**src/rtl/pipe_stage_reg.sv**
```systemverilog
// Elastic pipeline register carrying PC/instruction/side-band between stages, 1-cycle latency.
// Valid/ready handshake; SKID=1 adds a second entry so in_ready is registered, flush injects a NOP bubble.
module pipe_stage_reg #(
   parameter int                PC_W     = 32,
   parameter int                INST_W   = 32,
   parameter int                SIDE_W   = 8,
   parameter int                SKID     = 1,
   parameter logic [31:0]       NOP_INST = 32'h00000013,
   parameter logic [PC_W-1:0]   RESET_PC = '0,
   parameter int                CNT_W    = 16
) (
   input  logic                clk_PR,
   input  logic                rst_n_PR,
   input  logic                flush_PR,
   input  logic                in_valid_PR,
   output logic                in_ready_PR,
   input  logic [PC_W-1:0]     in_pc_PR,
   input  logic [INST_W-1:0]   in_inst_PR,
   input  logic [SIDE_W-1:0]   in_side_PR,
   output logic                out_valid_PR,
   input  logic                out_ready_PR,
   output logic [PC_W-1:0]     out_pc_PR,
   output logic [INST_W-1:0]   out_inst_PR,
   output logic [SIDE_W-1:0]   out_side_PR,
   output logic                out_bubble_PR,
   output logic [1:0]          occ_PR,
   output logic [CNT_W-1:0]    bubble_cnt_PR
);

   localparam logic [INST_W-1:0] NOP = INST_W'(NOP_INST);

   logic                s_valid, s_valid_n;
   logic [PC_W-1:0]     s_pc, s_pc_n;
   logic [INST_W-1:0]   s_inst, s_inst_n;
   logic [SIDE_W-1:0]   s_side, s_side_n;

   logic                m_valid_n, m_bubble_n;
   logic [PC_W-1:0]     m_pc_n;
   logic [INST_W-1:0]   m_inst_n;
   logic [SIDE_W-1:0]   m_side_n;

   logic                rdy_q;
   logic                in_fire, out_fire;
   logic [1:0]          occ_n;
   logic [CNT_W-1:0]    cnt_n;

   assign in_ready_PR = (SKID != 0) ? rdy_q : (!out_valid_PR | out_ready_PR);
   assign in_fire     = in_valid_PR & in_ready_PR;
   assign out_fire    = out_valid_PR & out_ready_PR;

   always_comb begin
      m_valid_n  = out_valid_PR;
      m_pc_n     = out_pc_PR;
      m_inst_n   = out_inst_PR;
      m_side_n   = out_side_PR;
      m_bubble_n = out_bubble_PR;
      s_valid_n  = s_valid;
      s_pc_n     = s_pc;
      s_inst_n   = s_inst;
      s_side_n   = s_side;

      if (flush_PR) begin
         // flush overrides every handshake in this cycle
         m_valid_n  = 1'b1;
         m_pc_n     = RESET_PC;
         m_inst_n   = NOP;
         m_side_n   = '0;
         m_bubble_n = 1'b1;
         s_valid_n  = 1'b0;
      end else if (!out_valid_PR || out_fire) begin
         if (s_valid) begin
            m_valid_n  = 1'b1;
            m_pc_n     = s_pc;
            m_inst_n   = s_inst;
            m_side_n   = s_side;
            m_bubble_n = 1'b0;
            s_valid_n  = 1'b0;
         end else if (in_fire) begin
            m_valid_n  = 1'b1;
            m_pc_n     = in_pc_PR;
            m_inst_n   = in_inst_PR;
            m_side_n   = in_side_PR;
            m_bubble_n = 1'b0;
         end else begin
            m_valid_n  = 1'b0;
            m_bubble_n = 1'b0;
         end
      end else if (in_fire && (SKID != 0)) begin
         // main entry stalled: park the new beat in the skid entry
         s_valid_n = 1'b1;
         s_pc_n    = in_pc_PR;
         s_inst_n  = in_inst_PR;
         s_side_n  = in_side_PR;
      end

      occ_n = {1'b0, m_valid_n} + {1'b0, s_valid_n};
      cnt_n = (flush_PR && (bubble_cnt_PR != '1)) ? bubble_cnt_PR + CNT_W'(1) : bubble_cnt_PR;
   end

   always_ff @(posedge clk_PR or negedge rst_n_PR) begin
      if (!rst_n_PR) begin
         out_valid_PR  <= 1'b0;
         out_pc_PR     <= RESET_PC;
         out_inst_PR   <= NOP;
         out_side_PR   <= '0;
         out_bubble_PR <= 1'b0;
         s_valid       <= 1'b0;
         s_pc          <= '0;
         s_inst        <= '0;
         s_side        <= '0;
         occ_PR        <= 2'd0;
         bubble_cnt_PR <= '0;
         rdy_q         <= 1'b1;
      end else begin
         out_valid_PR  <= m_valid_n;
         out_pc_PR     <= m_pc_n;
         out_inst_PR   <= m_inst_n;
         out_side_PR   <= m_side_n;
         out_bubble_PR <= m_bubble_n;
         s_valid       <= s_valid_n;
         s_pc          <= s_pc_n;
         s_inst        <= s_inst_n;
         s_side        <= s_side_n;
         occ_PR        <= occ_n;
         bubble_cnt_PR <= cnt_n;
         rdy_q         <= !s_valid_n;
      end
   end

endmodule

```
**config.mk**
```make
export PLATFORM = sky130hd
export DESIGN_NAME = pipe_stage_reg
export DESIGN_NICKNAME = d
export VERILOG_FILES = /design/src/rtl/pipe_stage_reg.sv
export SDC_FILE = /design/constraint.sdc
export NUM_CORES = 1
export LEC_CHECK = 0
export BUFFER_PORTS_ARGS = -buffer_cell sky130_fd_sc_hd__buf_2
export CAP_MARGIN = 10
export CELL_PAD_IN_SITES_DETAIL_PLACEMENT = 0
export CELL_PAD_IN_SITES_GLOBAL_PLACEMENT = 1
export CORE_ASPECT_RATIO = 1.25
export CORE_UTILIZATION = 44
export CTS_BUF_LIST = sky130_fd_sc_hd__clkbuf_4 sky130_fd_sc_hd__clkbuf_8
export CTS_CLUSTER_DIAMETER = 60
export DETAILED_ROUTE_END_ITERATION = 12
export PLACE_DENSITY_LB_ADDON = 0.1
export SLEW_MARGIN = 20
export SYNTH_ARGS = -nofsm -noshare
export SYNTH_HDL_FRONTEND = slang
export SYNTH_SLANG_ARGS = --single-unit
export TNS_END_PERCENT = 100
```
**constraint.sdc**
```tcl
create_clock -name clk_PR -period 1.95 [get_ports clk_PR]
set_clock_uncertainty 0.1 [all_clocks]
set_input_delay 0.0975 -clock clk_PR [delete_from_list [all_inputs] [get_ports clk_PR]]
set_output_delay 0.0975 -clock clk_PR [all_outputs]
set_load 0.05 [all_outputs]
```
==> reports/results.md, run 1 <==
| Step | Result | This run |
|:---|:---|:---|
| status | Run status | finished, final reports clean |
| critical path | Largest incremental delay on the critical path | 0.56 ns |
| synthesis | Combinational family with the most area after synthesis | multiplexers |
| critical path | Worst-path cell chain | nand2_2 -> nor3_4 -> buf_4 -> mux2_2 |
| drt | Overall routed net length | 15,940 um |
| drt | Residual DRC count | 0 |
| global route | Overflow left after global routing | 0 |
| sta | Final worst-path cycle share | 0.9264 |
| drt | Routed Antenna Nets | 0 |
| floorplanning | Boundary Pins | 170 |
| synthesis | Share of synthesized cell area in and, or, nand and nor gates | 0.07402 |
| clock network | Clock tree sinks | 166 |
| layout | Fillers | 1,387 |
| synthesis | Adder-cell share of the synthesized area | 0.001742 |
| synthesis | Cells after Synth | 562 |
| clock network | H-tree level count | 4 |
| power and ir drop | Worst-case vdd ir drop | 0.0006672 V |
| clock network | Number of hold-repair buffers added at the cts stage | 77 |
| drt | Via density per instance | 5.090 |
| clock network | Clock transition time at the flip-flop clock pins of the worst setup and hold paths | 0.08 ns |
| synthesis | XOR/XNOR share of the synthesized area | 0.01707 |
| clock network | Resized cells post-CTS | 0 |
| synthesis | Fraction of synthesized cell area taken by the top area cell type | 0.5643 |
| sta | Max frequency | 553.6 MHz |
| drt | Total via count in the routed design | 5,217 |
| layout | Area Overhead vs Synth | 31.37% |
| sta | Number of endpoints failing setup at the final stage | 0 |
| layout | Commonest non-fill, non-tap cells in the layout | sky130_fd_sc_hd__buf_2 (168), sky130_fd_sc_hd__dfrtp_1 (159), sky130_fd_sc_hd__nand2_1 (79), sky130_fd_sc_hd__dlygate4sd3_1 (77), sky130_fd_sc_hd__mux2_2 (73) |
| clock network | Number of buffers created by CTS | 17 |
| floorplanning | Standard cell core area | 15,760 sq um |
| place | Placer's final routability congestion estimate | 0.7291 |
| synthesis | Post-synthesis mux area share | 0.2106 |
| layout | Final net count | 878 |
| critical path | Startpoint class of the critical path | flop |
| synthesis | Cell taking the most area after synthesis | sky130_fd_sc_hd__dfrtp_1 |
| clock network | CTS tree | done |
| floorplanning | Starting density of the core | 0.4558 |
| place | Placed insts | 916 |
| power and ir drop | Sum of internal, switching and leakage power | 9.168 mW |
| power and ir drop | Leakage power total | 4.250 nW |
| critical path | Maximum net fanout on the critical path | 15 |
| sta | Slew margin rel. | 0.5109 |
| synthesis | Number of different library cells in the post-synthesis netlist | 34 |
| synthesis | Share of the synthesized area in compound gates (AO/OA/AOI/OAI) | 0.08447 |
| sta | Worst Hold Slack | 0.05360 ns |
| floorplanning | Vertical extent of the die | 144.9 um |
| layout | Most common library cell in the layout ignoring fill and taps | sky130_fd_sc_hd__buf_2 |
| drt | Wire length per cell | 15.55 um |
| synthesis | Yosys synthesis warning count | 0 |
| drt | Router iterations before antenna repair | 4 |
| power and ir drop | Power per cell area | 971.4 nW/um^2 |
| drt | Initial DRC Count | 229 |
| layout | Ant diodes | 0 |
| sta | RSZ-0062 raised after global routing | false |
| global route | Vias in the first global route | 5,294 |
| synthesis | Proportion of synthesized chip area in sequential cells | 0.5789 |
| critical path | Worst endpoint required time | 2.18 ns |
| global route | Global router's overall resource usage | 0.2017 |
| clock network | Worst-skew pair later-pin latency | 0.44 ns |
| global route | Initial antenna violation count | 0 |
| synthesis | Syn Nets | 640 |
| sta | Hold Violations, Final | 0 |
| worst hold path | Worst hold path class | primary input to asynchronous set/reset pin |
| critical path | Crit. End Element | flop |
| floorplanning | # rows | 51 |
| flow run | Maximum Capacitance Violations | 0 |
| place | Input/output buffers | 169 |
| floorplanning | Die Footprint | 16,850 sq um |
| sta | Total negative slack for setup checks | 0 ns |
| sta | Final critical-path required period | 1.806 ns |
| critical path | Critical path arrival | 2.03 ns |
| sta | Worst-Margin Slew | 0.7336 ns |
| clock network | Max Buffers Root-to-Sink | 2 |
| clock network | Post-CTS setup repair buffer count | 0 |
| critical path | Slowest stage cell, crit path | sky130_fd_sc_hd__dfstp_2 |
| layout | Non-Filler Instances | 1,025 |
| sta | Number of pins exceeding their max-slew limit in the final report | 0 |
| clock network | Buffer type at the clock tree root | sky130_fd_sc_hd__clkbuf_8 |
| synthesis | Cells taking the most area after synthesis | sky130_fd_sc_hd__dfrtp_1 (56%), sky130_fd_sc_hd__mux2_2 (11%), sky130_fd_sc_hd__mux2i_1 (9.6%), sky130_fd_sc_hd__o31ai_1 (7.2%), sky130_fd_sc_hd__nand2_1 (4.2%) |
| critical path | Type of the worst setup path | flop to flop |
| synthesis | Mean instance size in the synthesized netlist | 12.78 sq um |
| synthesis | Cell area after synthesis | 7184 sq um |
| synthesis | Number of storage elements in the synthesis netlist | 166 |
| global route | Maximum number of pins on one net before global-route repair | 76 |
| place | Placed wire-length estimate after detailed placement | 10,330 um |
| floorplanning | Die X-Extent | 116.3 um |
| layout | Share of layout cells above drive strength 1 | 0.3702 |
| global route | Wire length of the first global-routing pass | 26,180 um |
-- cell type report --
type | instances | area, sq um | area share
Tap cell | 212 | 265.3 | 0.02811
Timing Repair Buffer | 260 | 1815 | 0.1924
Multi-Input combinational cell | 354 | 2795 | 0.2962
Inverter | 1 | 3.754 | 0.0003977
Clock inverter | 14 | 151.4 | 0.01604
Sequential cell | 166 | 4165 | 0.4413
Clock buffer | 18 | 241.5 | 0.02559
-- critical path, delay by kind of cell (launching register included) --
| kind | cells | cell delay (ns) |
|---|---|---|
| flops | 1 | 0.56 |
| simple gates | 2 | 0.38 |
| mux | 1 | 0.36 |
| buf+inv | 1 | 0.30 |
-- flip-flops by register name, indices dropped and copies added, names as in the netlist --
| signal | count |
|---|---|
| out_pc_PR | 32 |
| out_inst_PR | 32 |
| s_valid | 1 |
| in_ready_PR | 1 |
| s_pc | 32 |
| bubble_cnt_PR | 16 |
| s_side | 8 |
| out_bubble_PR | 1 |
| out_valid_PR | 1 |
| s_inst | 32 |
| occ_PR | 2 |
| out_side_PR | 8 |
-- routing by layer --
metal,part of all wire,global-route usage,vias up
met5,0,0,-
met4,0.018,0.07692,0
met3,0.043,0.04123,19
met2,0.51,0.3448,121
met1,0.43,0.2492,2583
li1,-,-,2494
-- cells in the mapped netlist --
master,n
sky130_fd_sc_hd__dfrtp_1,162
sky130_fd_sc_hd__nand2_1,80
sky130_fd_sc_hd__mux2_2,73
sky130_fd_sc_hd__mux2i_1,69
sky130_fd_sc_hd__o31ai_1,69
sky130_fd_sc_hd__buf_2,20
sky130_fd_sc_hd__clkbuf_1,11
sky130_fd_sc_hd__xnor2_1,10
sky130_fd_sc_hd__buf_6,7
sky130_fd_sc_hd__nand3_1,7
sky130_fd_sc_hd__nand4_1,7
sky130_fd_sc_hd__a211oi_1,4
sky130_fd_sc_hd__and3_1,4
sky130_fd_sc_hd__dfstp_2,4
sky130_fd_sc_hd__nor2b_1,4
sky130_fd_sc_hd__xor2_1,4
sky130_fd_sc_hd__and4_1,3
sky130_fd_sc_hd__nor3_1,3
sky130_fd_sc_hd__o21ai_0,3
sky130_fd_sc_hd__a21oi_1,2
sky130_fd_sc_hd__buf_1,2
sky130_fd_sc_hd__nor2_1,2
sky130_fd_sc_hd__a21o_1,1
sky130_fd_sc_hd__a21oi_2,1
sky130_fd_sc_hd__buf_4,1
sky130_fd_sc_hd__ha_1,1
sky130_fd_sc_hd__inv_1,1
sky130_fd_sc_hd__nand2b_1,1
sky130_fd_sc_hd__nand4_2,1
sky130_fd_sc_hd__nor3_4,1
sky130_fd_sc_hd__nor4_1,1
sky130_fd_sc_hd__nor4_2,1
sky130_fd_sc_hd__o21a_1,1
sky130_fd_sc_hd__o21ba_2,1
-- worst paths after layout --
path                                 startpoint              end  slack, ns  cells after the start
worst max register to register      in_ready_PR       s_inst[21]       0.14                      4
worst max-delay path                in_ready_PR       s_inst[21]       0.14                      4
max in group asynchronous              rst_n_PR   out_inst_PR[1]       0.96                      3
min in group clk_PR                in_pc_PR[27]         s_pc[27]       0.32                      3
worst min-delay path                   rst_n_PR  out_inst_PR[21]       0.05                      2
worst min register to register  out_inst_PR[18]  out_inst_PR[18]       0.37                      2
-- where the power goes --
group          internal [mW]  switching (mW)  total (mW)
Clock                   1.16            1.29        2.45
Sequential              4.03           0.353        4.39
Combinational          0.871            1.46        2.33
Total                   6.07            3.10        9.17
-- cells by family after synthesis --
| logic type | Yosys count |
|---|---|
| muxes | 142 |
| xor gates and xnor gates | 14 |
| DFF | 166 |
| adders and majority gates | 1 |
| AOI/OAI and AO/OA | 82 |
| buffers and inverters | 42 |
| and+or+nand+nor | 115 |
-- stage by stage --
stage | utilization | worst slack (ns) | area [sq um]
floorplan | - | -0.02087 | 7189
global placement | 0.5250 | 0.1813 | 8274
detailed placement | 0.5250 | 0.1469 | 8274
CTS | 0.5988 | 0.1283 | 9438
global route | 0.5988 | 0.05430 | 9438
finish | 0.5988 | 0.1436 | 9438
Note: power is estimated with default switching activity, not from simulation.
==> inputs of run 2 (changes only) <==
- PLACE_DENSITY: default -> 0.91
- PLACE_DENSITY_LB_ADDON: 0.1 -> default
==> reports/results.md, run 2 (synthesis results as in run 1) <==
| Step | Result | This run | Delta |
|:---|:---|:---|:---|
| status | Run status | finished, final reports clean | unchanged |
| global route | Wire length of the first global-routing pass | 26,440 um | was 26,180 um |
| drt | Via density per instance | 5.178 | was 5.090 |
| clock network | Clock transition time at the flip-flop clock pins of the worst setup and hold paths | 0.09 ns | was 0.08 ns |
| drt | Residual DRC count | 0 | unchanged |
| clock network | CTS tree | done | unchanged |
| place | Placer's final routability congestion estimate | 0.7806 | was 0.7291 |
| critical path | Worst reg2reg path startpoint | in_ready_PR | unchanged |
| drt | Initial DRC Count | 254 | was 229 |
| sta | Hold Violations, Final | 0 | unchanged |
| sta | RSZ-0062 raised after global routing | false | unchanged |
| critical path | Worst path buffer plus inverter count | 1 | unchanged |
| critical path | Worst r2r path cells | 4 | unchanged |
| sta | Final critical-path required period | 1.830 ns | was 1.806 ns |
| floorplanning | Vertical extent of the die | 144.9 um | unchanged |
| layout | Share of layout cells above drive strength 1 | 0.3718 | was 0.3702 |
| drt | Total via count in the routed design | 5,318 | was 5,217 |
| floorplanning | Standard cell core area | 15,760 sq um | unchanged |
| critical path | Critical path arrival | 2.06 ns | was 2.03 ns |
| drt | Wire length per cell | 16.05 um | was 15.55 um |
| sta | Final worst-path cycle share | 0.9385 | was 0.9264 |
| clock network | Clock tree sinks | 166 | unchanged |
| critical path | Top cell family by delay on the critical path | flip-flops | unchanged |
| layout | Area Overhead vs Synth | 32.41% | was 31.37% |
| critical path | Crit. End Element | flop | unchanged |
| layout | Most common library cell in the layout ignoring fill and taps | sky130_fd_sc_hd__buf_2 | unchanged |
| layout | Ant diodes | 0 | unchanged |
| drt | Routed Antenna Nets | 0 | unchanged |
| global route | Global router's overall resource usage | 0.2060 | was 0.2017 |
| floorplanning | Boundary Pins | 170 | unchanged |
| sta | Worst-Margin Slew | 0.5241 ns | was 0.7336 ns |
| critical path | Endpoint of the lowest-slack register-to-register path | s_pc[21] | was s_inst[21] |
| critical path | Slowest stage cell, crit path | sky130_fd_sc_hd__dfstp_2 | unchanged |
| drt | Router iterations before antenna repair | 5 | was 4 |
| critical path | Worst endpoint required time | 2.18 ns | about the same |
| sta | Number of endpoints failing setup at the final stage | 0 | unchanged |
| flow run | Maximum Capacitance Violations | 0 | unchanged |
| sta | Post-route setup slack | 0.1199 ns | was 0.1436 ns |
| clock network | Post-CTS setup repair buffer count | 0 | unchanged |
| power and ir drop | Worst-case vdd ir drop | 0.0009039 V | was 0.0006672 V |
| clock network | Buffer type at the clock tree root | sky130_fd_sc_hd__clkbuf_8 | unchanged |
| power and ir drop | Power Internal | 6.380 mW | was 6.067 mW |
| floorplanning | # rows | 51 | unchanged |
| sta | Worst Hold Slack | 0.09894 ns | was 0.05360 ns |
| layout | Final net count | 880 | was 878 |
| critical path | Setup slack of the most critical reg-to-reg path | 0.12 ns | was 0.14 ns |
| power and ir drop | Power per cell area | 990.8 nW/um^2 | was 971.4 nW/um^2 |
| clock network | Max Buffers Root-to-Sink | 2 | unchanged |
| critical path | Maximum net fanout on the critical path | 62 | was 15 |
| clock network | H-tree level count | 4 | unchanged |
| critical path | Type of the worst setup path | flop to flop | unchanged |
| critical path | Largest incremental delay on the critical path | 0.56 ns | about the same |
| power and ir drop | Sequential Power Share | 0.468 | was 0.479 |
| clock network | Number of buffers created by CTS | 17 | unchanged |
| global route | Maximum number of pins on one net before global-route repair | 76 | unchanged |
| floorplanning | Die Footprint | 16,850 sq um | unchanged |
| sta | Number of pins exceeding their max-slew limit in the final report | 0 | unchanged |
| clock network | Worst-skew pair later-pin latency | 0.45 ns | was 0.44 ns |
| sta | Total negative slack for setup checks | 0 ns | unchanged |
| sta | Slew margin rel. | 0.6506 | was 0.5109 |
| power and ir drop | Switching Fraction | 0.3230 | was 0.3383 |
| power and ir drop | Leakage power total | 4.308 nW | was 4.250 nW |
| critical path | Worst-path cell chain | nand2_2 -> nor3_4 -> buf_12 -> mux2_2 | was nand2_2 -> nor3_4 -> buf_4 -> mux2_2 |
| worst hold path | Worst hold path class | primary input to asynchronous set/reset pin | unchanged |
| place | Placed wire-length estimate after detailed placement | 10,650 um | was 10,330 um |
| layout | Commonest non-fill, non-tap cells in the layout | sky130_fd_sc_hd__buf_2 (168), sky130_fd_sc_hd__dfrtp_1 (159), sky130_fd_sc_hd__nand2_1 (79), sky130_fd_sc_hd__dlygate4sd3_1 (77), sky130_fd_sc_hd__mux2_2 (73) | unchanged |
| place | Input/output buffers | 169 | unchanged |
| critical path | Startpoint class of the critical path | flop | unchanged |
| global route | Overflow left after global routing | 0 | unchanged |
| power and ir drop | Combinational share of power | 0.250 | was 0.255 |
| floorplanning | Die X-Extent | 116.3 um | unchanged |
| sta | Max frequency | 546.4 MHz | was 553.6 MHz |
| power and ir drop | Portion of total power attributed to the clock network | 0.282 | was 0.267 |
| drt | Overall routed net length | 16,480 um | was 15,940 um |
| power and ir drop | Total net switching power | 3.045 mW | was 3.101 mW |
| global route | Vias in the first global route | 5,518 | was 5,294 |
| floorplanning | Starting density of the core | 0.4558 | unchanged |
| place | Worst setup timing slack at the placement stage | 0.1153 ns | was 0.1469 ns |
| global route | Initial antenna violation count | 0 | unchanged |
==> run 2: layer usage <==
metal | up-vias | GRT usage | share of wire
li1 | 2501 | - | -
met1 | 2649 | 0.2371 | 0.40
met2 | 130 | 0.3569 | 0.53
met3 | 38 | 0.03582 | 0.035
met4 | 0 | 0.1221 | 0.031
met5 | - | 0 | 0
==> run 2: tightest hold or removal path: stages <==
cell                            delay (ns)
sky130_fd_sc_hd__dlygate4sd3_1        0.54
sky130_fd_sc_hd__buf_6                0.15
sky130_fd_sc_hd__buf_12               0.21
==> run 2: final cells by class <==
type,instances,area [sq um]
Sequential cell,166,4165
Clock buffer,25,319.1
Tap cell,212,265.3
Multi-Input combinational cell,354,2795
Fill cell,1265,6248
Timing Repair Buffer,262,1847
Clock inverter,7,117.6
Inverter,1,3.754
==> run 2: power groups by stage <==
stage / Sequential [mW] / Combinational (mW) / Clock (mW)
final: 4.41 / 2.35 / 2.66
after floorplan: 5.19 / 0.842 / 0
after CTS: 4.41 / 2.37 / 2.74
after global placement: 4.42 / 2.18 / 0
after detailed placement: 4.47 / 2.24 / 0
after global routing: 4.49 / 2.51 / 2.85
==> run 2: timing repair <==
action                                 in CTS  in global routing
endpoints found under the hold margin     314                  0
setup endpoints to repair                   0                  1
hold buffers                               78                  0
gates resized for setup                     0                  1
==> run 2: per-stage QoR <==
stage | util | std cells | power, mW | instance area [sq um]
finish | 0.6036 | 1027 | 9.425 | 9513
global route | 0.6036 | 1027 | 9.858 | 9513
CTS | 0.6033 | 1027 | 9.525 | 9509
detailed placement | 0.5254 | 917 | 6.714 | 8282
global placement | 0.5254 | 917 | 6.604 | 8282
floorplan | - | 562 | 6.035 | 7189
==> run 2: worst max-delay path by stage <==
stage,startpoint,endpoint,slack [ns],cells past startpoint
after floorplan,in_ready_PR,s_inst[0],-0.02,4
after global placement,in_ready_PR,s_pc[24],0.16,4
after detailed placement,in_ready_PR,s_pc[21],0.12,4
after CTS,in_ready_PR,s_pc[21],0.11,4
after global routing,in_ready_PR,s_pc[21],0.04,4
final,in_ready_PR,s_pc[21],0.12,4
